File: src/rtl/hci_package.sv
// Shared types for the HCI copy-sink fault monitor.
package hci_package;

   typedef enum logic [1:0] {
      MONITOR  = 2'd0,
      ALARM    = 2'd1,
      CLEAR    = 2'd2,
      ACK_WAIT = 2'd3
   } hci_fault_mon_state_e;

endpackage

File: src/rtl/hci_sat_counter.sv
// Saturating up-counter; clr_i restarts the count from inc_i instead of from q.
module hci_sat_counter #(
   parameter int Width    = 8,
   parameter int IncWidth = 1
) (
   input  logic                clk_i,
   input  logic                rst_i,
   input  logic                clr_i,
   input  logic [IncWidth-1:0] inc_i,
   output logic [Width-1:0]    q_o
);

   // One extra bit over the wider operand so the add can never wrap before the clamp.
   localparam int SumW = ((Width > IncWidth) ? Width : IncWidth) + 1;
   localparam logic [SumW-1:0] MaxVal = SumW'({Width{1'b1}});

   logic [Width-1:0] q_q, q_d;
   logic [SumW-1:0]  sum;

   always_comb begin
      sum = (clr_i ? '0 : SumW'(q_q)) + SumW'(inc_i);
      q_d = (sum > MaxVal) ? '1 : sum[Width-1:0];
   end

   always_ff @(posedge clk_i) begin
      if (rst_i) q_q <= '0;
      else       q_q <= q_d;
   end

   assign q_o = q_q;

endmodule

File: src/rtl/hci_copy_fault_monitor.sv
// Collects copy-sink fault flags into sticky status, saturating counters and a
// first-source record; raises a threshold alarm cleared by a four-phase handshake.
module hci_copy_fault_monitor
   import hci_package::*;
#(
   parameter  int NumSources  = 4,
   parameter  int CntWidth    = 8,
   localparam int SrcIdxWidth = (NumSources > 1) ? $clog2(NumSources) : 1
) (
   input  logic                           clk_i,
   input  logic                           rst_i,
   input  logic [NumSources-1:0]          fault_i,
   input  logic [NumSources-1:0]          mask_i,
   input  logic [CntWidth-1:0]            threshold_i,
   input  logic                           clear_req_i,
   output logic                           clear_ack_o,
   output logic [NumSources-1:0]          fault_sticky_o,
   output logic [NumSources*CntWidth-1:0] fault_cnt_o,
   output logic [CntWidth-1:0]            total_cnt_o,
   output logic                           first_valid_o,
   output logic [SrcIdxWidth-1:0]         first_src_o,
   output logic                           alarm_o,
   output logic                           irq_o
);

   localparam int IncW = $clog2(NumSources + 1);
   localparam int SumW = ((CntWidth > IncW) ? CntWidth : IncW) + 1;
   localparam logic [SumW-1:0] MaxCnt = SumW'({CntWidth{1'b1}});

   hci_fault_mon_state_e state_q, state_d;
   logic [NumSources-1:0]  eff;
   logic                   clr;
   logic [IncW-1:0]        popcnt;
   logic [SumW-1:0]        tot_sum;
   logic [CntWidth-1:0]    next_total;
   logic [CntWidth-1:0]    thr;
   logic                   alarm_cond;
   logic [NumSources-1:0]  sticky_q, sticky_d;
   logic                   first_valid_q, first_valid_d;
   logic [SrcIdxWidth-1:0] first_src_q, first_src_d;
   logic                   alarm_q, alarm_d, ack_q, ack_d, irq_q, irq_d;

   assign eff = fault_i & ~mask_i;
   assign clr = (state_q == CLEAR);

   generate
      for (genvar gi = 0; gi < NumSources; gi++) begin : g_src_cnt
         hci_sat_counter #(
            .Width    (CntWidth),
            .IncWidth (1)
         ) u_src_cnt (
            .clk_i (clk_i),
            .rst_i (rst_i),
            .clr_i (clr),
            .inc_i (eff[gi]),
            .q_o   (fault_cnt_o[gi*CntWidth +: CntWidth])
         );
      end
   endgenerate

   hci_sat_counter #(
      .Width    (CntWidth),
      .IncWidth (IncW)
   ) u_total_cnt (
      .clk_i (clk_i),
      .rst_i (rst_i),
      .clr_i (clr),
      .inc_i (popcnt),
      .q_o   (total_cnt_o)
   );

   // The alarm compares against the count the total counter is about to load,
   // so alarm_o rises together with the crossing value.
   always_comb begin
      popcnt = '0;
      for (int k = 0; k < NumSources; k++) popcnt = popcnt + IncW'(eff[k]);
      tot_sum    = (clr ? '0 : SumW'(total_cnt_o)) + SumW'(popcnt);
      next_total = (tot_sum > MaxCnt) ? '1 : tot_sum[CntWidth-1:0];
      thr        = (threshold_i == '0) ? CntWidth'(1) : threshold_i;
      alarm_cond = (next_total >= thr);
   end

   always_comb begin
      sticky_d      = clr ? eff : (sticky_q | eff);
      first_valid_d = clr ? 1'b0 : first_valid_q;
      first_src_d   = clr ? '0 : first_src_q;
      if (!first_valid_d && (eff != '0)) begin
         first_valid_d = 1'b1;
         for (int k = NumSources - 1; k >= 0; k--) begin
            if (eff[k]) first_src_d = SrcIdxWidth'(k);
         end
      end
   end

   always_comb begin
      state_d = state_q;
      unique case (state_q)
         MONITOR: begin
            if (clear_req_i)     state_d = CLEAR;
            else if (alarm_cond) state_d = ALARM;
         end
         ALARM:    if (clear_req_i) state_d = CLEAR;
         CLEAR:    state_d = ACK_WAIT;
         ACK_WAIT: if (!clear_req_i) state_d = alarm_cond ? ALARM : MONITOR;
         default:  state_d = MONITOR;
      endcase
      alarm_d = (state_d == ALARM);
      ack_d   = (state_d == CLEAR) || (state_d == ACK_WAIT);
      irq_d   = (state_d == ALARM) && (state_q != ALARM);
   end

   always_ff @(posedge clk_i) begin
      if (rst_i) begin
         state_q       <= MONITOR;
         sticky_q      <= '0;
         first_valid_q <= 1'b0;
         first_src_q   <= '0;
         alarm_q       <= 1'b0;
         ack_q         <= 1'b0;
         irq_q         <= 1'b0;
      end else begin
         state_q       <= state_d;
         sticky_q      <= sticky_d;
         first_valid_q <= first_valid_d;
         first_src_q   <= first_src_d;
         alarm_q       <= alarm_d;
         ack_q         <= ack_d;
         irq_q         <= irq_d;
      end
   end

   assign fault_sticky_o = sticky_q;
   assign first_valid_o  = first_valid_q;
   assign first_src_o    = first_src_q;
   assign alarm_o        = alarm_q;
   assign clear_ack_o    = ack_q;
   assign irq_o          = irq_q;

endmodule

File: config.mk
export PLATFORM = sky130hd
export DESIGN_NAME = hci_copy_fault_monitor
export DESIGN_NICKNAME = d
export VERILOG_FILES = /design/src/rtl/hci_package.sv /design/src/rtl/hci_sat_counter.sv /design/src/rtl/hci_copy_fault_monitor.sv
export SDC_FILE = /design/constraint.sdc
export NUM_CORES = 1
export LEC_CHECK = 0
export CAP_MARGIN = 20
export CORE_MARGIN = 1
export CORE_UTILIZATION = 40
export DETAILED_ROUTE_END_ITERATION = 16
export PLACE_DENSITY_LB_ADDON = 0.2
export SLEW_MARGIN = 20
export SYNTH_ARGS = -nofsm -noshare
export SYNTH_HDL_FRONTEND = slang
export SYNTH_HIERARCHICAL = 1
export SYNTH_SLANG_ARGS = --single-unit
File: constraint.sdc
create_clock -name clk_i -period 4.35 [get_ports clk_i]
set_input_delay 0.6525 -clock clk_i [delete_from_list [all_inputs] [get_ports clk_i]]
set_output_delay 0.6525 -clock clk_i [all_outputs]
set_load 0.01 [all_outputs]
# == Word level (Yosys, flattened, before mapping) ==
# Cells that the tools add are included.
# totals
reg_bits,52
in_bits,19
out_inout_bits,50
# classes
addsub,8
n_lt_le_gt_ge,6
n_eq_ne,7
n_mux,26
n_bitwise,3
n_reduce_logical,7
# op_table
operator,count
8-bit two-way mux,11
9-bit by 8-bit greater-than comparator with 1-bit output (second input constant),5
9-bit by 1-bit adder with 9-bit output,4
2-bit two-way mux,10
8-bit by 3-bit adder with 9-bit output,1
2-bit == test (second input constant),4
8-bit >= comparator,1
8-bit zero test,1
2-bit one-hot mux with 4 select lines,1
4-bit bitwise AND,1
2-bit by 1-bit == test with 1-bit output (second input constant),2
4-bit two-way mux,1
4-bit inverter,1
4-bit bitwise OR,1
4-bit nonzero test,1
2-bit by 1-bit adder with 3-bit output,1
3-bit by 1-bit adder with 3-bit output,1
1-bit two-way mux,3
1-bit by 1-bit adder with 2-bit output,1
1-bit logical AND,2
2-bit zero test,1
2-bit by 1-bit inequality test with 1-bit output (second input constant),1
1-bit zero test,1
1-bit logical OR,1

# == Depth between registers and ports, before layout ==
# depth
word_depth,14
mapped_depth,15

# == Modules after synthesis ==
# The synthesis kept the hierarchy.
# by_module_without_submodules
module,instances,cells_per_inst,area_each_um2,seq_area_each_um2
hci_sat_counter at g_src_cnt[0].u_src_cnt ...,4,45,449.2,160.2
hci_copy_fault_monitor,1,127,999.7,220.2
hci_sat_counter at u_total_cnt,1,47,455.4,160.2

# == Worst setup path after synthesis ==
# Ideal clock, no wire load.
# synth_timing
path_type,input to register
startpoint,in mask_i[1]
endpoint,reg state_q[0]
setup_time_ns,0.140
t_arrival_ns,3.599
setup_slack_ns,0.611
cell_stages,13
path_buffers,0
cell_sequence,nand2b_1 ha_1 xnor2_1 ha_1 ha_1 fa_1 a21o_1 nand4_2 o21ai_0 ha_1 a22o_1 nor4_2 o221ai_1
# synth_via
elab_chain_cells,12
elab_cells_between_ends,14
cone_classes,add/sub (4); order compare (2); mux (6); bitwise (2)
# synth_rtl
item,line,rtl
start: declaration,hci_copy_fault_monitor.sv:13,"input logic [NumSources-1:0] mask_i,"
4-bit inverter *,hci_copy_fault_monitor.sv:43,assign eff = fault_i & ~mask_i;
4-bit bitwise AND *,hci_copy_fault_monitor.sv:43,
1-bit by 1-bit adder with 2-bit output *,hci_copy_fault_monitor.sv:76,for (int k = 0; k < NumSources; k++) popcnt = popcnt + IncW'(eff[k]);
2-bit by 1-bit adder with 3-bit output *,hci_copy_fault_monitor.sv:76,
3-bit by 1-bit adder with 3-bit output *,hci_copy_fault_monitor.sv:76,
net popcnt[1],hci_copy_fault_monitor.sv:33,logic [IncW-1:0] popcnt;
8-bit by 3-bit adder with 9-bit output *,n/a,
9-bit by 8-bit greater-than comparator with 1-bit output,n/a,
8-bit two-way mux *,n/a,
8-bit >= comparator *,hci_copy_fault_monitor.sv:80,alarm_cond = (next_total >= thr);
1-bit two-way mux / 2-bit two-way mux (equally long branches),"hci_copy_fault_monitor.sv:104, hci_copy_fault_monitor.sv:100",
2-bit two-way mux (on tied branches),"hci_copy_fault_monitor.sv:104, hci_copy_fault_monitor.sv:99",
2-bit one-hot mux with 4 select lines *,hci_copy_fault_monitor.sv:97,unique case (state_q)
end signal: assignment,hci_copy_fault_monitor.sv:122,state_q <= state_d;
end: declaration,hci_copy_fault_monitor.sv:30,"hci_fault_mon_state_e state_q, state_d;"
# The timed path passes the listed nets; every way through them passes the cells marked *.
# A chain may end at the register's enable or synchronous reset.

# == Worst setup path after layout ==
# Ends and elaborated chain as after synthesis.

==> impl_metrics.ini <==
[status]
outcome = completed

[global_routing]
grt_residual_overflow = 0
first_pass_grt_wire_length_mm = 12.3
grt_pass1_vias = 2712
pin_count_of_the_biggest_net_entering_global_routing = 42
grt.total_usage = 0.177
initial_antenna_violation_count = 0

[logic_synthesis]
synth-edff-count = 0
yosysSeqAreaShare = 0.314
syn_inst = 354
synth_cell_types = 50
synthesis.nets = 400
yosys_register_bits = 51
ys.flop_type = dfxtp_1
yosys_warnings = 6
asyncSetResetFlopFracSynth = 0
synth_area_per_cell_um2 = 9.19
mappedNetlistArea_um2 = 3250

[power]
power_frac_seq = 0.494
swShare = 0.283
power_switching_uw = 283
internal_power_component_uw = 718
irDropWorstVdd_mv = 0.113
p_clk_frac = 0.294
power.leakage_uw = 0.00177
logic_pwr_share = 0.212
cellPowerDensity_nw_per_um2 = 244

[clocking]
post-cts-setup-buffer-count = 0
post_cts_resized = 0
clock_latency_ns = 0.31
number_of_buffers_created_by_cts = 5
cts_max_path_buffers = 2
cts_tree = yes
worst_setup_hold_path_clk_slew_ns = 0.10
cts_hold_buf = 0
root_buffer = clkbuf_8
ctsHtreeMaxLevel = 2
clock-sinks = 51

[detailed_routing]
route.met2.wl_mm = 3.26
detailroute.via_count = 2790
routed_wire_length_per_instance_um = 13.6
ant_nets = 0
detailroute.wirelength.met3_um = 383
finalWirelength_mm = 7.20
wl_met1_mm = 3.46
dr.max_layer_used = met4
drt_drc_violations_left = 0
vias_per_cell = 5.28
dr.first_iter.drc_count = 61
firstDrtPassIters = 4

[placed_design]
numPortBuffers = 68
place.gp.congestion = 0.871
hpwl_mm = 5.29

[finish]
design.final.nets = 471
antennaDiodeCount = 0
final_layout_size_suffix_gt1_frac = 0.143
layout-area-overhead-vs-synth_pct = 25.9

[sta]
maxClockFrequency_mhz = 251
max_slew.worst_pin.slew_ns = 0.802
finalCriticalPeriod_ns = 3.98
maxSlewViolCount = 0
slew_headroom = 0.465
grt_setup_unrepaired = no
hold_viol = 0
timing.setup.tns_ns = 0
minimum_hold_slack_ns = 0.464
final_setup_vio_count = 0
clock-skew-final_ns = 0.00790
post-route-period-util = 0.915

[min_path]
worstHoldStart = fault_sticky_o[3]
hold_end = fault_sticky_o[3]
holdCritPathClass = reg -> reg
worst_hold_path.num_cells = 2

[critical_path]
critical_path.endpoint_type = flop
critPathLaunchType = input pin
critPathRequiredTime_ns = 4.53
critPathArrivalTime_ns = 4.16
critPathKind = in -> reg
crit_top_cell = ha_1
worstPathMaxFanout = 6
cpPeakStageDelay_ns = 0.46
rr_startpoint = state_q[0]
regToRegSetupSlack_ns = 1.34
critical_path.reg2reg.endpoint = state_q[0]
worst_r2r_path_depth = 11
worst_path_max_delay_cell = fa_1
path_cells = clkdlybuf4s50_1 > nand2b_1 > ha_1 > xnor2_1 > ha_1 > ha_1 > fa_1 > a21o_1 > nand4_2 > o21ai_0 > ha_1 > a22o_1 > nor4_2 > o221ai_1

[floorplan]
initial_core_util = 0.417
floorplan.die.height_um = 92.2
num_io_pins = 69
placement_rows = 32
die_width_um = 92.2
die-area_um2 = 8490
design.core.area_um2 = 7810

[flow_run]
maxCapViolations = 0
==> through the flow <==
stage	std cells	setup slack [ns]	area (µm²)	utilization	total power, µW
global route	528	0.188	4090	0.524	1060
CTS	528	0.348	4090	0.524	1020
floorplan	354	0.611	3250	-	636
finish	528	0.370	4090	0.524	1000
detailed placement	520	0.0187	4000	0.512	720
global placement	520	0.106	4000	0.512	717
==> worst max-delay path, delay by kind of cell <==
| kind | cells | cell delay (ns) |
|---|---|---|
| and+or+nand+nor | 3 | 0.54 |
| adders and majority gates | 5 | 1.63 |
| buffers and inverters | 1 | 0.40 |
| AOI/OAI and AO/OA | 4 | 0.79 |
| xor gates and xnor gates | 1 | 0.14 |
==> cells in the mapped netlist (3+ instances only) <==
| cell | number | area (µm²) |
|---|---|---|
| a311oi_1 | 3 | 26.3 |
| nand2_1 | 26 | 97.6 |
| nand4_1 | 4 | 25.0 |
| o211ai_1 | 10 | 75.1 |
| nand3_1 | 12 | 60.1 |
| o21a_1 | 4 | 30.0 |
| ha_1 | 25 | 313 |
| o211ai_2 | 8 | 100 |
| o22ai_1 | 8 | 50.1 |
| and2b_2 | 4 | 35.0 |
| xnor2_1 | 12 | 105 |
| a21oi_2 | 6 | 52.6 |
| nor2_1 | 15 | 56.3 |
| nor3_1 | 7 | 35.0 |
| a21oi_1 | 26 | 130 |
| o21ai_0 | 5 | 25.0 |
| nand2b_1 | 10 | 62.6 |
| dfxtp_1 | 51 | 1020 |
| or4_4 | 4 | 45.0 |
| or2_1 | 4 | 25.0 |
| nor2b_1 | 16 | 100 |
| nor4_1 | 5 | 31.3 |
| xor2_1 | 10 | 87.6 |
| and2_1 | 3 | 18.8 |
| or4_2 | 8 | 70.1 |
| nand4b_4 | 5 | 119 |
| inv_1 | 28 | 105 |
| buf_6 | 9 | 101 |
==> worst max path at each step <==
stage              start         end  slack (ns)  cells after the start
2_1_floorplan  mask_i[1]  state_q[0]        0.61                     13
3_3_place_gp   mask_i[1]  state_q[0]        0.11                     14
3_5_place_dp   mask_i[1]  state_q[0]        0.02                     14
4_1_cts        mask_i[1]  state_q[0]        0.35                     14
5_1_grt        mask_i[1]  state_q[0]        0.19                     15
6_report       mask_i[1]  state_q[0]        0.37                     14
==> state kept, by name, summed over array words and instances (netlist names) <==
name	count
fault_sticky_o	4
irq_o	1
state_q	2
first_valid_o	1
g_src_cnt.u_src_cnt/q_o	32
u_total_cnt/q_o	8
first_src_o	2
alarm_o	1
==> power groups by stage <==
stage	combinational, µW	sequential [µW]	clock (µW)
after floorplan	127	509	0
after global placement	210	506	0
after detailed placement	214	506	0
after CTS	216	495	309
after global routing	238	497	322
final	212	495	294
==> kinds of logic (layout without fill, tap and decap cells) <==
family | count (synthesis) | count (layout) | share of synthesized area
and+or+nand+nor | 133 | 133 | 0.271
AOI/OAI and AO/OA | 81 | 81 | 0.179
buffers and inverters | 40 | 112 | 0.0681
adders and majority gates | 27 | 27 | 0.109
xor gates and xnor gates | 22 | 22 | 0.0593
DFF | 51 | 51 | 0.314
==> final cells by class <==
cell class / count / area (µm²)
inverters: 29 / 111
clock buffers: 6 / 82.6
fillers: 741 / 3710
flip-flops and latches: 51 / 1020
clock inverters: 2 / 13.8
repair buffers: 75 / 728
well taps: 102 / 128
multi-input cells: 263 / 2010
==> routing by layer <==
layer,up-vias,global-route usage
met2,74,0.295
met4,0,0.0547
met5,-,0
li1,1414,-
met3,7,0.0381
met1,1295,0.228
==> placed cells by master (no fill, tap or decap), types with 7 or more instances in the layout <==
cell,synthesis,routed
clkdlybuf4s50_1,0,67
dfxtp_1,51,51
inv_1,28,28
nand2_1,26,26
a21oi_1,26,26
ha_1,25,25
nor2b_1,16,16
nor2_1,15,15
xnor2_1,12,12
nand3_1,12,12
nand2b_1,10,10
xor2_1,10,10
o211ai_1,10,10
or4_2,8,8
o211ai_2,8,8
o22ai_1,8,8
nor3_1,7,7
buf_4,0,7
Note: power is estimated with default switching activity, not from simulation.
